[src/rtl/mem_port_arbiter.sv]
// Two-master Avalon-MM port arbiter. Round-robin grant at transaction
// boundaries, write bursts lock the port, and read beats are steered back
// to their issuer through an in-order tag FIFO.
module mem_port_arbiter #(
  parameter int ADDR_W    = 31,
  parameter int DATA_W    = 128,
  parameter int BURST_W   = 11,
  parameter int BE_W      = 16,
  parameter int TAG_DEPTH = 8
) (
  input  logic               clk_i,
  input  logic               rst_i,
  input  logic               m0_read_i,
  input  logic               m0_write_i,
  input  logic [ADDR_W-1:0]  m0_address_i,
  input  logic [DATA_W-1:0]  m0_writedata_i,
  input  logic [BURST_W-1:0] m0_burstcount_i,
  input  logic [BE_W-1:0]    m0_byteenable_i,
  output logic               m0_waitrequest_o,
  output logic               m0_readdatavalid_o,
  output logic [DATA_W-1:0]  m0_readdata_o,
  input  logic               m1_read_i,
  input  logic               m1_write_i,
  input  logic [ADDR_W-1:0]  m1_address_i,
  input  logic [DATA_W-1:0]  m1_writedata_i,
  input  logic [BURST_W-1:0] m1_burstcount_i,
  input  logic [BE_W-1:0]    m1_byteenable_i,
  output logic               m1_waitrequest_o,
  output logic               m1_readdatavalid_o,
  output logic [DATA_W-1:0]  m1_readdata_o,
  input  logic               mem_waitrequest_i,
  input  logic               mem_readdatavalid_i,
  input  logic [DATA_W-1:0]  mem_readdata_i,
  output logic               mem_read_o,
  output logic               mem_write_o,
  output logic [ADDR_W-1:0]  mem_address_o,
  output logic [DATA_W-1:0]  mem_writedata_o,
  output logic [BURST_W-1:0] mem_burstcount_o,
  output logic [BE_W-1:0]    mem_byteenable_o,
  output logic               rd_err_o,
  output logic               busy_o
);
  localparam int PW = $clog2(TAG_DEPTH);
  localparam logic [BURST_W-1:0] BC_ONE = {{(BURST_W-1){1'b0}}, 1'b1};

  typedef enum logic [1:0] {IDLE, GRANT, WBURST} state_t;

  state_t             state, state_nxt;
  logic               grant, grant_nxt, rr_ptr, rr_ptr_nxt, winner;
  logic [BURST_W-1:0] beats_left, beats_left_nxt;

  // tag FIFO: one entry per accepted read command
  logic [TAG_DEPTH-1:0] tag_id;
  logic [BURST_W-1:0]   tag_bc [TAG_DEPTH];
  logic [PW:0]          wr_ptr, rd_ptr;
  logic                 empty, full, push, pop;
  logic [BURST_W-1:0]   rcnt, head_bc, cur_rem, push_bc;
  logic                 head_loaded, head_id, rd_hit;

  logic               g_read, g_write, elig0, elig1;
  logic [BURST_W-1:0] g_bc;

  assign empty = (wr_ptr == rd_ptr);
  assign full  = (wr_ptr[PW] != rd_ptr[PW]) && (wr_ptr[PW-1:0] == rd_ptr[PW-1:0]);
  assign busy_o = (state != IDLE) || !empty;

  assign elig0 = m0_write_i || (m0_read_i && !full);
  assign elig1 = m1_write_i || (m1_read_i && !full);

  // data path always follows the registered grant; strobes gate it
  assign g_read           = grant ? m1_read_i       : m0_read_i;
  assign g_write          = grant ? m1_write_i      : m0_write_i;
  assign g_bc             = grant ? m1_burstcount_i : m0_burstcount_i;
  assign mem_address_o    = grant ? m1_address_i    : m0_address_i;
  assign mem_writedata_o  = grant ? m1_writedata_i  : m0_writedata_i;
  assign mem_byteenable_o = grant ? m1_byteenable_i : m0_byteenable_i;
  assign mem_burstcount_o = g_bc;
  assign push_bc          = (g_bc == '0) ? BC_ONE : g_bc;

  assign m0_readdata_o = mem_readdata_i;
  assign m1_readdata_o = mem_readdata_i;

  // read return: zero-latency steering from the FIFO head
  assign head_id = tag_id[rd_ptr[PW-1:0]];
  assign head_bc = tag_bc[rd_ptr[PW-1:0]];
  assign cur_rem = head_loaded ? rcnt : head_bc;
  assign rd_hit  = mem_readdatavalid_i && !empty;
  assign pop     = rd_hit && (cur_rem == BC_ONE);
  assign m0_readdatavalid_o = rd_hit && !head_id;
  assign m1_readdatavalid_o = rd_hit &&  head_id;

  // arbitration FSM: next state, strobes and waitrequests
  always_comb begin
    state_nxt        = state;
    grant_nxt        = grant;
    rr_ptr_nxt       = rr_ptr;
    beats_left_nxt   = beats_left;
    winner           = 1'b0;
    push             = 1'b0;
    mem_read_o       = 1'b0;
    mem_write_o      = 1'b0;
    m0_waitrequest_o = 1'b1;
    m1_waitrequest_o = 1'b1;
    case (state)
      IDLE: begin
        if (elig0 || elig1) begin
          winner     = (elig0 && elig1) ? rr_ptr : elig1;
          grant_nxt  = winner;
          rr_ptr_nxt = ~winner;
          state_nxt  = GRANT;
        end
      end
      GRANT: begin
        mem_write_o = g_write;
        mem_read_o  = g_read && !g_write;
        if (grant) m1_waitrequest_o = mem_waitrequest_i;
        else       m0_waitrequest_o = mem_waitrequest_i;
        if (!g_read && !g_write) begin
          state_nxt = IDLE;
        end else if (!mem_waitrequest_i) begin
          if (g_write) begin
            if (g_bc > BC_ONE) begin
              beats_left_nxt = g_bc - BC_ONE;
              state_nxt      = WBURST;
            end else begin
              state_nxt = IDLE;
            end
          end else begin
            push      = 1'b1;
            state_nxt = IDLE;
          end
        end
      end
      WBURST: begin
        mem_write_o = g_write;
        if (grant) m1_waitrequest_o = mem_waitrequest_i;
        else       m0_waitrequest_o = mem_waitrequest_i;
        if (g_write && !mem_waitrequest_i) begin
          beats_left_nxt = beats_left - BC_ONE;
          if (beats_left == BC_ONE) state_nxt = IDLE;
        end
      end
      default: state_nxt = IDLE;
    endcase
  end

  // FSM, grant and round-robin registers
  always_ff @(posedge clk_i or negedge rst_i) begin
    if (!rst_i) begin
      state      <= IDLE;
      grant      <= 1'b0;
      rr_ptr     <= 1'b0;
      beats_left <= '0;
    end else begin
      state      <= state_nxt;
      grant      <= grant_nxt;
      rr_ptr     <= rr_ptr_nxt;
      beats_left <= beats_left_nxt;
    end
  end

  // FIFO pointers, head beat counter and sticky spurious-response flag
  always_ff @(posedge clk_i or negedge rst_i) begin
    if (!rst_i) begin
      wr_ptr      <= '0;
      rd_ptr      <= '0;
      tag_id      <= '0;
      rcnt        <= '0;
      head_loaded <= 1'b0;
      rd_err_o    <= 1'b0;
    end else begin
      if (push) begin
        tag_id[wr_ptr[PW-1:0]] <= grant;
        wr_ptr <= wr_ptr + 1'b1;
      end
      if (rd_hit) begin
        if (pop) begin
          rd_ptr      <= rd_ptr + 1'b1;
          head_loaded <= 1'b0;
        end else begin
          rcnt        <= cur_rem - BC_ONE;
          head_loaded <= 1'b1;
        end
      end
      if (mem_readdatavalid_i && empty) rd_err_o <= 1'b1;
    end
  end

  // burst length storage needs no reset; validity comes from the pointers
  always_ff @(posedge clk_i) begin
    if (push) tag_bc[wr_ptr[PW-1:0]] <= push_bc;
  end

endmodule

[config.mk]
export PLATFORM = sky130hd
export DESIGN_NAME = mem_port_arbiter
export DESIGN_NICKNAME = d
export VERILOG_FILES = /design/src/rtl/mem_port_arbiter.sv
export SDC_FILE = /design/constraint.sdc
export NUM_CORES = 1
export LEC_CHECK = 0
export ABC_AREA = 1
export CORE_AREA = 2 2 368 370
export DETAILED_ROUTE_END_ITERATION = 6
export DIE_AREA = 0 0 370 372
export GPL_ROUTABILITY_DRIVEN = 0
export RECOVER_POWER = 100
export SYNTH_ARGS = -nofsm -noshare
export SYNTH_HDL_FRONTEND = slang
export SYNTH_SLANG_ARGS = --single-unit
[constraint.sdc]
create_clock -name clk_i -period 3.2 [get_ports clk_i]
set_input_delay 0.96 -clock clk_i [delete_from_list [all_inputs] [get_ports clk_i]]
set_output_delay 0.96 -clock clk_i [all_outputs]
set_load 0.01 [all_outputs]
==> flow_metrics.py <==
metrics = {
    "setup_path": {
        "rr_worst_depth": 10,
        "r2r-end": "tag_bc[3][3]$_DFFE_PP_",
        "r2r-start": "grant$_DFFE_PN0P_",
        "slowest_stage": "clkdlybuf4s50_1",
        "critPathMaxStageDelay_ns": 0.66,
        "regToRegSetupSlack_ns": 0.25,
        "cp-end-kind": "primary output",
        "crit_chain": "clkdlybuf4s50_1, nand2_1, nand2_1, clkdlybuf4s50_1",
        "required_ns": 2.24,
        "critPathArrivalTime_ns": 2.25,
        "worstSetupPathType": "primary input to primary output",
        "cp-start-kind": "primary input",
        "worstPathMaxFanout": 1,
    },
    "clock_network": {
        "cts_buffer_depth": 2,
        "path_clk_slew_ns": 0.06,
        "cts_num_sinks": 132,
        "cts_tree": "yes",
        "htreeDepth": 4,
        "clkLatencyLatePin_ns": 0.42,
        "root_buffer": "clkbuf_16",
        "cts_inserted_buffers": 17,
    },
    "hold_path": {
        "min_path_cells": 1,
        "hold_end": "rd_err_o$_DFFE_PN0P_",
        "min-delay-start": "rd_err_o$_DFFE_PN0P_",
        "hp-class": "flip-flop to flip-flop",
    },
    "yosys": {
        "yosysUniqueCellTypes": 39,
        "synth_top_family_by_area": "simple AND/OR/NAND/NOR gates",
        "synth_compound_area_share_pct": 4.67,
        "yosys.area_share.simple_pct": 33.7,
        "syn_area_mm2": 0.0109,
        "yosys_warnings": 0,
        "ys_ff_latch": 132,
        "avgSynthCellArea_um2": 6.76,
        "synth_mux_area_share_pct": 0.0922,
        "syn_inst": 1607,
        "synth_seq_area_share_pct": 34.5,
        "syn_nets": 2127,
        "synth_xor_area_share_pct": 1.61,
        "synth_fa_ha_area_share_pct": 1.38,
    },
    "timing": {
        "relSlewSlack_pct": 19.0,
        "fin_worst_skew_ns": 0.00930,
        "max_clock_freq_ghz": 0.312,
        "whs_ns": 0.448,
        "timing.setup.tns_ns": -0.00612,
        "fin_ws_ns": -0.00612,
        "layout_min_cycle_time_ns": 3.21,
        "setup_violations": 1,
        "worstMarginPinSlew_ns": 1.22,
        "drv_slew": 0,
        "hold_viol": 0,
        "fin_crit_sh_pct": 100,
    },
    "floorplan": {
        "core-area_mm2": 0.134,
        "pin_count": 958,
        "num_rows": 135,
        "die_area_mm2": 0.138,
        "start_util_pct": 8.09,
        "die_w_um": 370,
        "fp.dieH_um": 372,
    },
    "global_routing": {
        "antenna_found_initial": 127,
        "grt.total_usage_pct": 16.5,
        "grt_pass1_wl_um": 139000,
        "grt_max_degree": 54,
        "grt_pass1_vias": 11200,
        "gr-total-overflow": 0,
    },
    "layout": {
        "syn2layout_area_growth_pct": 60.2,
        "fillers": 15600,
        "layout.nets": 2463,
        "fin_util_pct": 13.0,
        "layout_common_cells": "nand2_1 (774), clkdlybuf4s50_1 (414), inv_1 (93)",
        "register_area_mm2": 0.00375,
        "final_cells": 3752,
        "drive_above_1_share_pct": 12.0,
        "finalInstanceArea_mm2": 0.0174,
        "layout_commonest_cell": "nand2_1",
        "multiInputGateArea_mm2": 0.00449,
    },
    "place": {
        "post-place-cells": 3699,
        "dp_hpwl_um": 104000,
        "pre_cts_slack_ns": -0.202,
        "port_buffers": 573,
        "place_area_mm2": 0.0181,
    },
    "drt": {
        "drtIter0Drc": 847,
        "routed_via_density": 3.28,
        "drtPass1Iterations": 5,
        "post_drt_wl_per_cell_um": 31.6,
        "vias": 12300,
        "drc": 0,
        "wirelength_um": 118000,
        "antenna_left": 0,
    },
    "outcome": {
        "violations": "setup timing",
        "status": "complete, but fails checks",
    },
    "flow_run": {
        "cap_violations": 0,
    },
    "pwr": {
        "cellLeakagePower_nw": 7.60,
        "ir_worst_vdd_v": 0.000322,
        "power.density_mw_per_mm2": 815,
        "p_total_mw": 14.2,
    },
}
Yosys cell counts:
cell	n	area, um^2
edfxtp_1	88	2640
o21ai_0	35	175
mux2i_1	1	10.0
o21ai_4	1	16.3
o21bai_1	1	7.51
o21ai_1	28	140
nand2_1	776	2910
o211ai_1	3	22.5
nand3_1	71	355
inv_1	93	349
dfrtp_1	44	1100
xor2_1	11	96.3
nor3_2	2	20.0
nor3_1	3	15.0
or2_2	2	12.5
nor3b_1	1	7.51
ha_1	12	150
or2_1	1	6.26
a31oi_1	1	6.26
nand3_2	2	20.0
o21a_1	5	37.5
nor2_2	8	50.1
nor2_1	53	199
nand2_2	3	18.8
buf_4	259	1940
a32o_1	1	10.0
a21oi_1	12	60.1
a21o_1	1	7.51
buf_6	5	56.3
buf_1	14	52.6
nor2_4	1	11.3
buf_2	14	70.1
a211oi_1	1	7.51
o21ai_2	1	8.76
xnor2_1	9	78.8
clkbuf_1	31	116
inv_2	7	26.3
nand4_1	5	31.3
o31ai_1	1	7.51
repair_timing:
action | 4_1_cts | 5_1_grt
setup endpoints to repair | 65 | 6
pin swaps | 0 | 1
gates cloned | 3 | 0
hold buffers | 0 | 0
buffers inserted | 2 | 1
gates resized for setup | 21 | 7
logic make-up (layout without fill, tap and decap cells):
family | Yosys count | after routing
compound gates | 91 | 91
mux | 1 | 1
fa+ha+maj | 12 | 12
flops | 132 | 132
other cells | 0 | 15
buf+inv | 423 | 772
simple gates | 928 | 928
xor+xnor | 20 | 20
final cells by class:
cell class	count	share of cell area, %
Multi-Input combinational cell	1052	25.8
Clock inverter	7	0.280
Timing Repair Buffer	638	33.6
Sequential cell	132	21.6
Clock buffer	25	3.34
Antenna cell	15	0.216
Tap cell	1781	12.8
Timing Repair inverter	2	0.115
Inverter	100	2.25
power breakdown:
part	switching, mW	internal [mW]
Clock	0.731	1.27
Sequential	0.227	2.23
Combinational	6.55	3.17
critical path: cells and delay by family:
kind          cells  cell delay, ns
buf+inv           2            1.13
simple gates      2            0.16
sequential cells by signal, summed over array words and instances (netlist names):
signal / cells
beats_left: 11
head_loaded: 1
state: 2
rd_err_o: 1
wr_ptr: 4
rcnt: 11
tag_bc: 88
grant: 1
tag_id: 8
rr_ptr: 1
rd_ptr: 4
metal layers:
metal | global-route usage [%] | vias to the layer above | part of all wire, %
met5 | 3.01 | - | 1.0
met4 | 8.81 | 110 | 6.5
met3 | 14.2 | 344 | 18
met1 | 14.9 | 5352 | 31
met2 | 25.1 | 1096 | 43
li1 | - | 5406 | -
worst max path at each step:
| stage | start | to | slack, ns | cells past startpoint |
|---|---|---|---|---|
| CTS | m1_address_i[7] | mem_address_o[7] | 0.02 | 4 |
| global placement | m1_write_i | mem_read_o | -0.20 | 6 |
| global route | m1_writedata_i[80] | mem_writedata_o[80] | -0.01 | 4 |
| detailed placement | m1_write_i | mem_read_o | -0.20 | 6 |
| finish | m0_byteenable_i[2] | mem_byteenable_o[2] | -0.006 | 4 |
| floorplan | m1_write_i | tag_bc[2][0]$_DFFE_PP_ | 0.42 | 8 |
Note: power is estimated with default switching activity, not from simulation.
